--- src/rtl/ifu_pkg.sv ---
// rtl/ifu_pkg.sv - shared types and constants for the instruction fetch unit
package ifu_pkg;

  localparam int XLEN = 32;
  localparam int OPCODE_W = 6;
  localparam logic [XLEN-1:0] DEFAULT_RESET_PC = 32'h0000_3000;

  typedef enum logic [1:0] {
    IDLE  = 2'd0,
    FETCH = 2'd1,
    HOLD  = 2'd2
  } ifu_state_e;

endpackage

--- src/rtl/ifu_npc.sv ---
// rtl/ifu_npc.sv - combinational next-pc selection (jump > taken branch > sequential)
module npc
  import ifu_pkg::*;
(
  input  logic [XLEN-1:0] pc_plus4,
  input  logic [25:0]     target,
  input  logic            branch,
  input  logic            jump,
  input  logic            zero,
  output logic [XLEN-1:0] next_pc
);

  logic [XLEN-1:0] branch_offset;

  // word offset sign-extended and scaled to bytes; addition wraps modulo 2^32
  assign branch_offset = {{14{target[15]}}, target[15:0], 2'b00};

  // jump outranks a taken branch when both are asserted
  always_comb begin
    next_pc = pc_plus4;
    if (jump) begin
      next_pc = {pc_plus4[31:28], target, 2'b00};
    end else if (branch && zero) begin
      next_pc = pc_plus4 + branch_offset;
    end
  end

endmodule

--- src/rtl/ifu.sv ---
// rtl/ifu.sv - instruction fetch unit: fetch, hold until retire, advance pc
module ifu
  import ifu_pkg::*;
#(
  parameter logic [31:0] RESET_PC = DEFAULT_RESET_PC
) (
  input  logic        clk,
  input  logic        rst_n,
  output logic        imem_req,
  output logic [31:0] imem_addr,
  input  logic        imem_ready,
  input  logic [31:0] imem_rdata,
  output logic [31:0] instr,
  output logic [5:0]  opcode,
  output logic        instr_valid,
  input  logic        retire,
  input  logic        Branch,
  input  logic        Jump,
  input  logic        Zero,
  output logic [31:0] pc,
  output logic [31:0] pc_plus4,
  output logic [31:0] retired_cnt
);

  ifu_state_e      state;
  logic [XLEN-1:0] next_pc;

  assign pc_plus4  = pc + 32'd4;
  assign imem_addr = pc;
  assign opcode    = instr[31:26];

  npc u_npc (
    .pc_plus4 (pc_plus4),
    .target   (instr[25:0]),
    .branch   (Branch),
    .jump     (Jump),
    .zero     (Zero),
    .next_pc  (next_pc)
  );

  // fetch/hold sequencer; imem_req and instr_valid are registered so reset clears them at once
  always_ff @(posedge clk or negedge rst_n) begin
    if (!rst_n) begin
      state       <= IDLE;
      pc          <= RESET_PC;
      instr       <= '0;
      instr_valid <= 1'b0;
      imem_req    <= 1'b0;
      retired_cnt <= '0;
    end else begin
      case (state)
        IDLE: begin
          state    <= FETCH;
          imem_req <= 1'b1;
        end
        FETCH: begin
          if (imem_ready) begin
            instr       <= imem_rdata;
            state       <= HOLD;
            imem_req    <= 1'b0;
            instr_valid <= 1'b1;
          end
        end
        HOLD: begin
          if (retire) begin
            pc          <= next_pc;
            retired_cnt <= retired_cnt + 32'd1;
            state       <= FETCH;
            imem_req    <= 1'b1;
            instr_valid <= 1'b0;
          end
        end
        default: begin
          state       <= IDLE;
          imem_req    <= 1'b0;
          instr_valid <= 1'b0;
        end
      endcase
    end
  end

endmodule

--- config.mk ---
export PLATFORM = sky130hd
export DESIGN_NAME = ifu
export DESIGN_NICKNAME = d
export VERILOG_FILES = /design/src/rtl/ifu_pkg.sv /design/src/rtl/ifu_npc.sv /design/src/rtl/ifu.sv
export SDC_FILE = /design/constraint.sdc
export NUM_CORES = 1
export LEC_CHECK = 0
export BUFFER_PORTS_ARGS = -buffer_cell sky130_fd_sc_hd__buf_2
export CAP_MARGIN = 5
export CORE_MARGIN = 2
export CORE_UTILIZATION = 42
export CTS_BUF_LIST = sky130_fd_sc_hd__clkbuf_8
export DETAILED_ROUTE_END_ITERATION = 10
export GPL_ROUTABILITY_DRIVEN = 0
export HOLD_SLACK_MARGIN = 0.02
export PLACE_DENSITY = 0.74
export SETUP_SLACK_MARGIN = 0.1
export SYNTH_ARGS = -nofsm -noshare
export SYNTH_HDL_FRONTEND = slang
export SYNTH_SLANG_ARGS = --single-unit
export TNS_END_PERCENT = 10
--- constraint.sdc ---
create_clock -name clk -period 5.5 [get_ports clk]
set_input_delay 0.275 -clock clk [delete_from_list [all_inputs] [get_ports clk]]
set_output_delay 0.275 -clock clk [all_outputs]
set_load 0.02 [all_outputs]
# --- Word-level counts from Yosys, hierarchy flattened ---
# Index checks and enable logic that the tools add are counted.
totals:
  register_bits: 100
  latchBits: 0
  ram_bits: 0
  mem_bits_ro: 0
  elab_cells: 31
  mem_count: 0
op_classes:
  n_addsub: 3
  mul: 0
  n_div: 0
  order_cmp: 0
  n_eq_ne: 4
  shifts: 0
  mux: 11
  bitwise: 1
  reduce_logical: 6
ops:
  columns: ["operator", "n"]
  rows:
  - ["32-bit 2-to-1 mux", 2]
  - ["32-bit by 1-bit adder with 32-bit output (second input constant)", 1]
  - ["32-bit by 3-bit adder with 32-bit output (second input constant)", 1]
  - ["32-bit adder", 1]
  - ["1-bit case mux with 3 select lines", 2]
  - ["2-bit case mux with 3 select lines", 1]
  - ["2-bit AND reduction", 3]
  - ["1-bit 2-to-1 mux", 4]
  - ["2-bit 2-to-1 mux", 2]
  - ["2-bit != test (second input constant)", 2]
  - ["3-bit AND reduction", 1]
  - ["2-bit by 1-bit == test with 1-bit output (second input constant)", 1]
  - ["2-bit == test (second input constant)", 1]
  - ["2-bit logical NOT", 1]
  - ["1-bit logical AND", 1]
  - ["1-bit NOT", 1]

# --- Longest topological paths before layout ---
logic_depth:
  word_depth: 4
  ltp_mapped: 16
  ltp_nobuf: 15

# --- Hierarchy ---
# Synthesis repeated with hierarchy kept, for this count alone.
hier_totals:
  hier_cells: 799
  area_unflattened_um2: 7145.6
by_module_without_submodules:
  columns: ["module", "n_inst", "cells_per_inst", "area_each_um2", "seq_area_each_um2"]
  rows:
  - ["ifu", 1, 472, 4904.7, 2479.9]
  - ["npc", 1, 327, 2240.9, 0.0]

# --- Worst setup path after synthesis ---
# No wires, ideal clock.
synth_path:
  path_kind: "reg2reg"
  from: "register pc[2] (netlist: imem_addr[2])"
  to: "register pc[31] (netlist: imem_addr[31])"
  setup_time_ns: 0.068
  arrival_ns: 4.315
  required_time_ns: 5.432
  setup_slack_ns: 1.116
  path_stages_with_launch: 17
  path_buffers: 1
  period_less_slack_ns: 4.384
  cell_sequence: "dfrtp_1 > ha_1 > and2_1 > or3b_1 > nor3_2 > nand3_1 > xnor2_1 > ha_1 > buf_2 > a21o_1 > a21o_1 > a2111oi_0 > nor3_1 > a31o_2 > or4_1 > a21o_1 > nand3_1"
synth_via:
  elab_chain_cells: 4
synth_rtl:
  columns: ["item", "line", "rtl"]
  rows:
  - ["start: declaration", "ifu.sv:20", "output logic [31:0] pc,"]
  - ["start signal: assignment", "ifu.sv:66", "pc <= next_pc;"]
  - ["32-bit by 3-bit adder with 32-bit output", "ifu.sv:28", "assign pc_plus4 = pc + 32'd4;"]
  - ["net pc_plus4[24]", "ifu.sv:21", "output logic [31:0] pc_plus4,"]
  - ["32-bit adder", "ifu_npc.sv:24", "next_pc = pc_plus4 + branch_offset;"]
  - ["32-bit 2-to-1 mux", "ifu_npc.sv:23", "end else if (branch && zero) begin"]
  - ["32-bit 2-to-1 mux", "ifu_npc.sv:21", "if (jump) begin"]
# The timed path passes the listed nets, and every way through them passes these cells.
# A chain may end at the register's enable or synchronous reset.

# --- Worst setup path after layout ---
layout_path:
  from: "register pc[2] (netlist: imem_addr[2])"
  to: "register pc[31] (netlist: imem_addr[31])"
layout_via:
  elab_chain_cells: 4
layout_rtl:
  columns: ["item", "line"]
  rows:
  - ["32-bit by 3-bit adder with 32-bit output *", "ifu.sv:28"]
  - ["32-bit adder", "ifu_npc.sv:24"]
  - ["32-bit 2-to-1 mux", "ifu_npc.sv:23"]
  - ["32-bit 2-to-1 mux *", "ifu_npc.sv:21"]
# Every way passes the cells marked *; elsewhere a longest branch is shown, timed or not.

==> impl_metrics.tcl <==
set metrics [dict create \
    htree_levels 3 \
    fin_crit_sh_pct 81.3 \
    antenna_found_initial 1 \
    final_util_pct 49.4 \
    synth_ff_type "dfrtp_1" \
    clockBufferDepth 2 \
    status "finished clean" \
    viasPerCell 5.48 \
    clock_latency_ns 0.38 \
    power.total_mw 5.41 \
    ff_latch_area_um2 2430 \
    wl_um 20000 \
    grt_pass1_vias 5994 \
    clockRootBuffer "clkbuf_8" \
    final_max_slew_viol_count 0 \
    dpl_cell_area_um2 7860 \
    tritoncts "yes" \
    avgSynthCellArea_um2 8.99 \
    powerDensity_nw_per_um2 670 \
    path_class "reg2reg" \
    syn_inst 773 \
    slew_headroom_pct 30.9 \
    drt-pass1-iter-count 5 \
    start_util_pct 42.5 \
    worst_slew_pin_slew_ns 1.04 \
    synth.distinct_cells 65 \
    synth_edf_count 0 \
    arrival_ns 4.79 \
    dieArea_um2 17600 \
    dp_cells 1134 \
    layout_setup_ws_ns 1.03 \
    layout_common_cells "buf_2, dfrtp_1, nand2_1" \
    drc 0 \
    post_cts_resized 0 \
    yosys_warnings 0 \
    dp_hpwl_um 15200 \
    hold_class "in2reg" \
    grt_max_degree 59 \
    rows 47 \
    startpoint_type "flip-flop" \
    synth_seq_area_share_pct 35.0 \
    syn_area_um2 6950 \
    groute.usage.overall_pct 22.9 \
    clkSlewWorstSetupHoldPaths_ns 0.09 \
    area_delta_synth_final_pct 16.3 \
    grt_pass1_wl_um 32100 \
    dr.first_iter.drc_count 443 \
    period_minus_slack_ns 4.47 \
    setup_violations 0 \
    power_leakage_nw 4.01 \
    post-cts-setup-buffer-count 0 \
    clock-sinks 97 \
    ys_ff_latch 97 \
    cts_inserted_buffers 9 \
    globalRouteOverflowTotal 0 \
    final_area_um2 8080 \
    drive_gt1_share_pct 28.2 \
    final_common_cell "buf_2" \
    ir_drop_mv 0.376 \
    worstPathRequired_ns 5.82 \
    pre_cts_ws_ns 1.11 \
    tns_ns 0 \
    worst_setup_path_end_kind "flip-flop" \
    die_x_um 133 \
    synthArstFlopShare_pct 100 \
    fin_cells 1152 \
    nNetsFinal 1003 \
    wl_per_cell_um 17.4 \
    nFillCells 1622 \
    vias 6311 \
    clock_skew_ns 0.0105 \
    multi_input_area_um2 4040 \
    drv_cap 0 \
    fp.dieH_um 133 \
    rsz0062_at_grt "no" \
    io_buffer_count 200 \
    fmax_mhz 224 \
    fin_hold_ws_ns 0.116 \
    antenna_left 0 \
    critPathMaxFanout 10 \
    hold_viol 0 \
    core_area_um2 16300 \
    ios 207 \
]
[routing by layer]
layer / track usage, % / vias up / part of all wire, % / wire [um]
met5: 0 / - / 0 / 0
met4: 6.99 / 0 / 2.2 / 450
met3: 6.09 / 36 / 8.8 / 1770
met2: 36.2 / 266 / 46 / 9230
met1: 30.7 / 2977 / 43 / 8560
li1: - / 3032 / - / -
[sequential cells by signal (all words and copies together) (netlist names)]
| register | cells |
|---|---|
| state | 2 |
| instr_valid | 1 |
| instr | 32 |
| imem_addr | 30 |
| retired_cnt | 32 |
[cell usage after synthesis (19+ instances only)]
master	instances	share of area (%)
dfrtp_1	95	34
nand2_1	71	3.8
nor2_1	59	3.2
xnor2_1	53	6.7
a21oi_1	45	3.2
buf_4	43	4.6
ha_1	37	6.7
nand3_1	37	2.7
mux2_2	32	5.2
o21ai_0	25	1.8
xor2_1	25	3.2
clkbuf_1	22	1.2
a21o_1	20	2.2
inv_1	19	1.0
[cell families (layout without fill, tap and decap cells)]
logic type	Yosys count	after routing	share of synthesized area (%)
simple gates	259	259	18.2
fa+ha+maj	38	38	6.95
xor+xnor	78	78	9.83
other cells	1	7	0.0540
mux	37	37	5.91
buf+inv	88	241	7.13
compound gates	175	175	16.9
flops	97	97	35.0
[layout make-up]
type	instances	share of cell area [%]
clock inverter	7	1.02
tap	220	3.41
inverter	19	0.883
sequential	97	30.1
multi-input combinational	593	50.0
timing repair buffer	206	13.0
clock buffer	9	1.53
antenna	1	0.0310
[worst max-delay path: stages, from the launching register on]
cell and delay (ns):
dfrtp_1 0.46, ha_1 0.24, and2_1 0.19, or3b_1 0.49
nor3_2 0.35, nand3_1 0.15, xnor2_1 0.29, ha_1 0.40
a21o_1 0.22, a21o_1 0.20, a2111oi_0 0.39, nor3_1 0.12
a31o_2 0.24, or4_1 0.43, a21o_1 0.17, nand3_1 0.07
[where the power goes]
group,internal (mW),leakage [nW],switching [mW]
sequential,0.954,1.21,0.366
clock,0.250,0.114,0.259
combinational,1.39,2.68,2.19
total,2.60,4.01,2.81
[worst paths after layout]
path | startpoint | end | slack, ns | cells after the start
max | imem_addr[2]$_DFFE_PN0P_ | imem_addr[31]$_DFFE_PN0P_ | 1.03 | 15
min | imem_ready | state[0]$_DFFE_PN0P_ | 0.12 | 2
max reg2reg | imem_addr[2]$_DFFE_PN0P_ | imem_addr[31]$_DFFE_PN0P_ | 1.03 | 15
min reg2reg | retired_cnt[31]$_DFFE_PN0P_ | retired_cnt[31]$_DFFE_PN0P_ | 0.46 | 1
max in group asynchronous | rst_n | retired_cnt[29]$_DFFE_PN0P_ | 3.98 | 3
min in group asynchronous | rst_n | instr[25]$_DFFE_PN0P_ | 0.40 | 2
[what timing repair did]
item	in CTS	in global routing
endpoints found under the hold margin	37	0
endpoints found under the setup margin	0	0
hold buffers	1	0
Note: power is estimated with default switching activity, not from simulation.
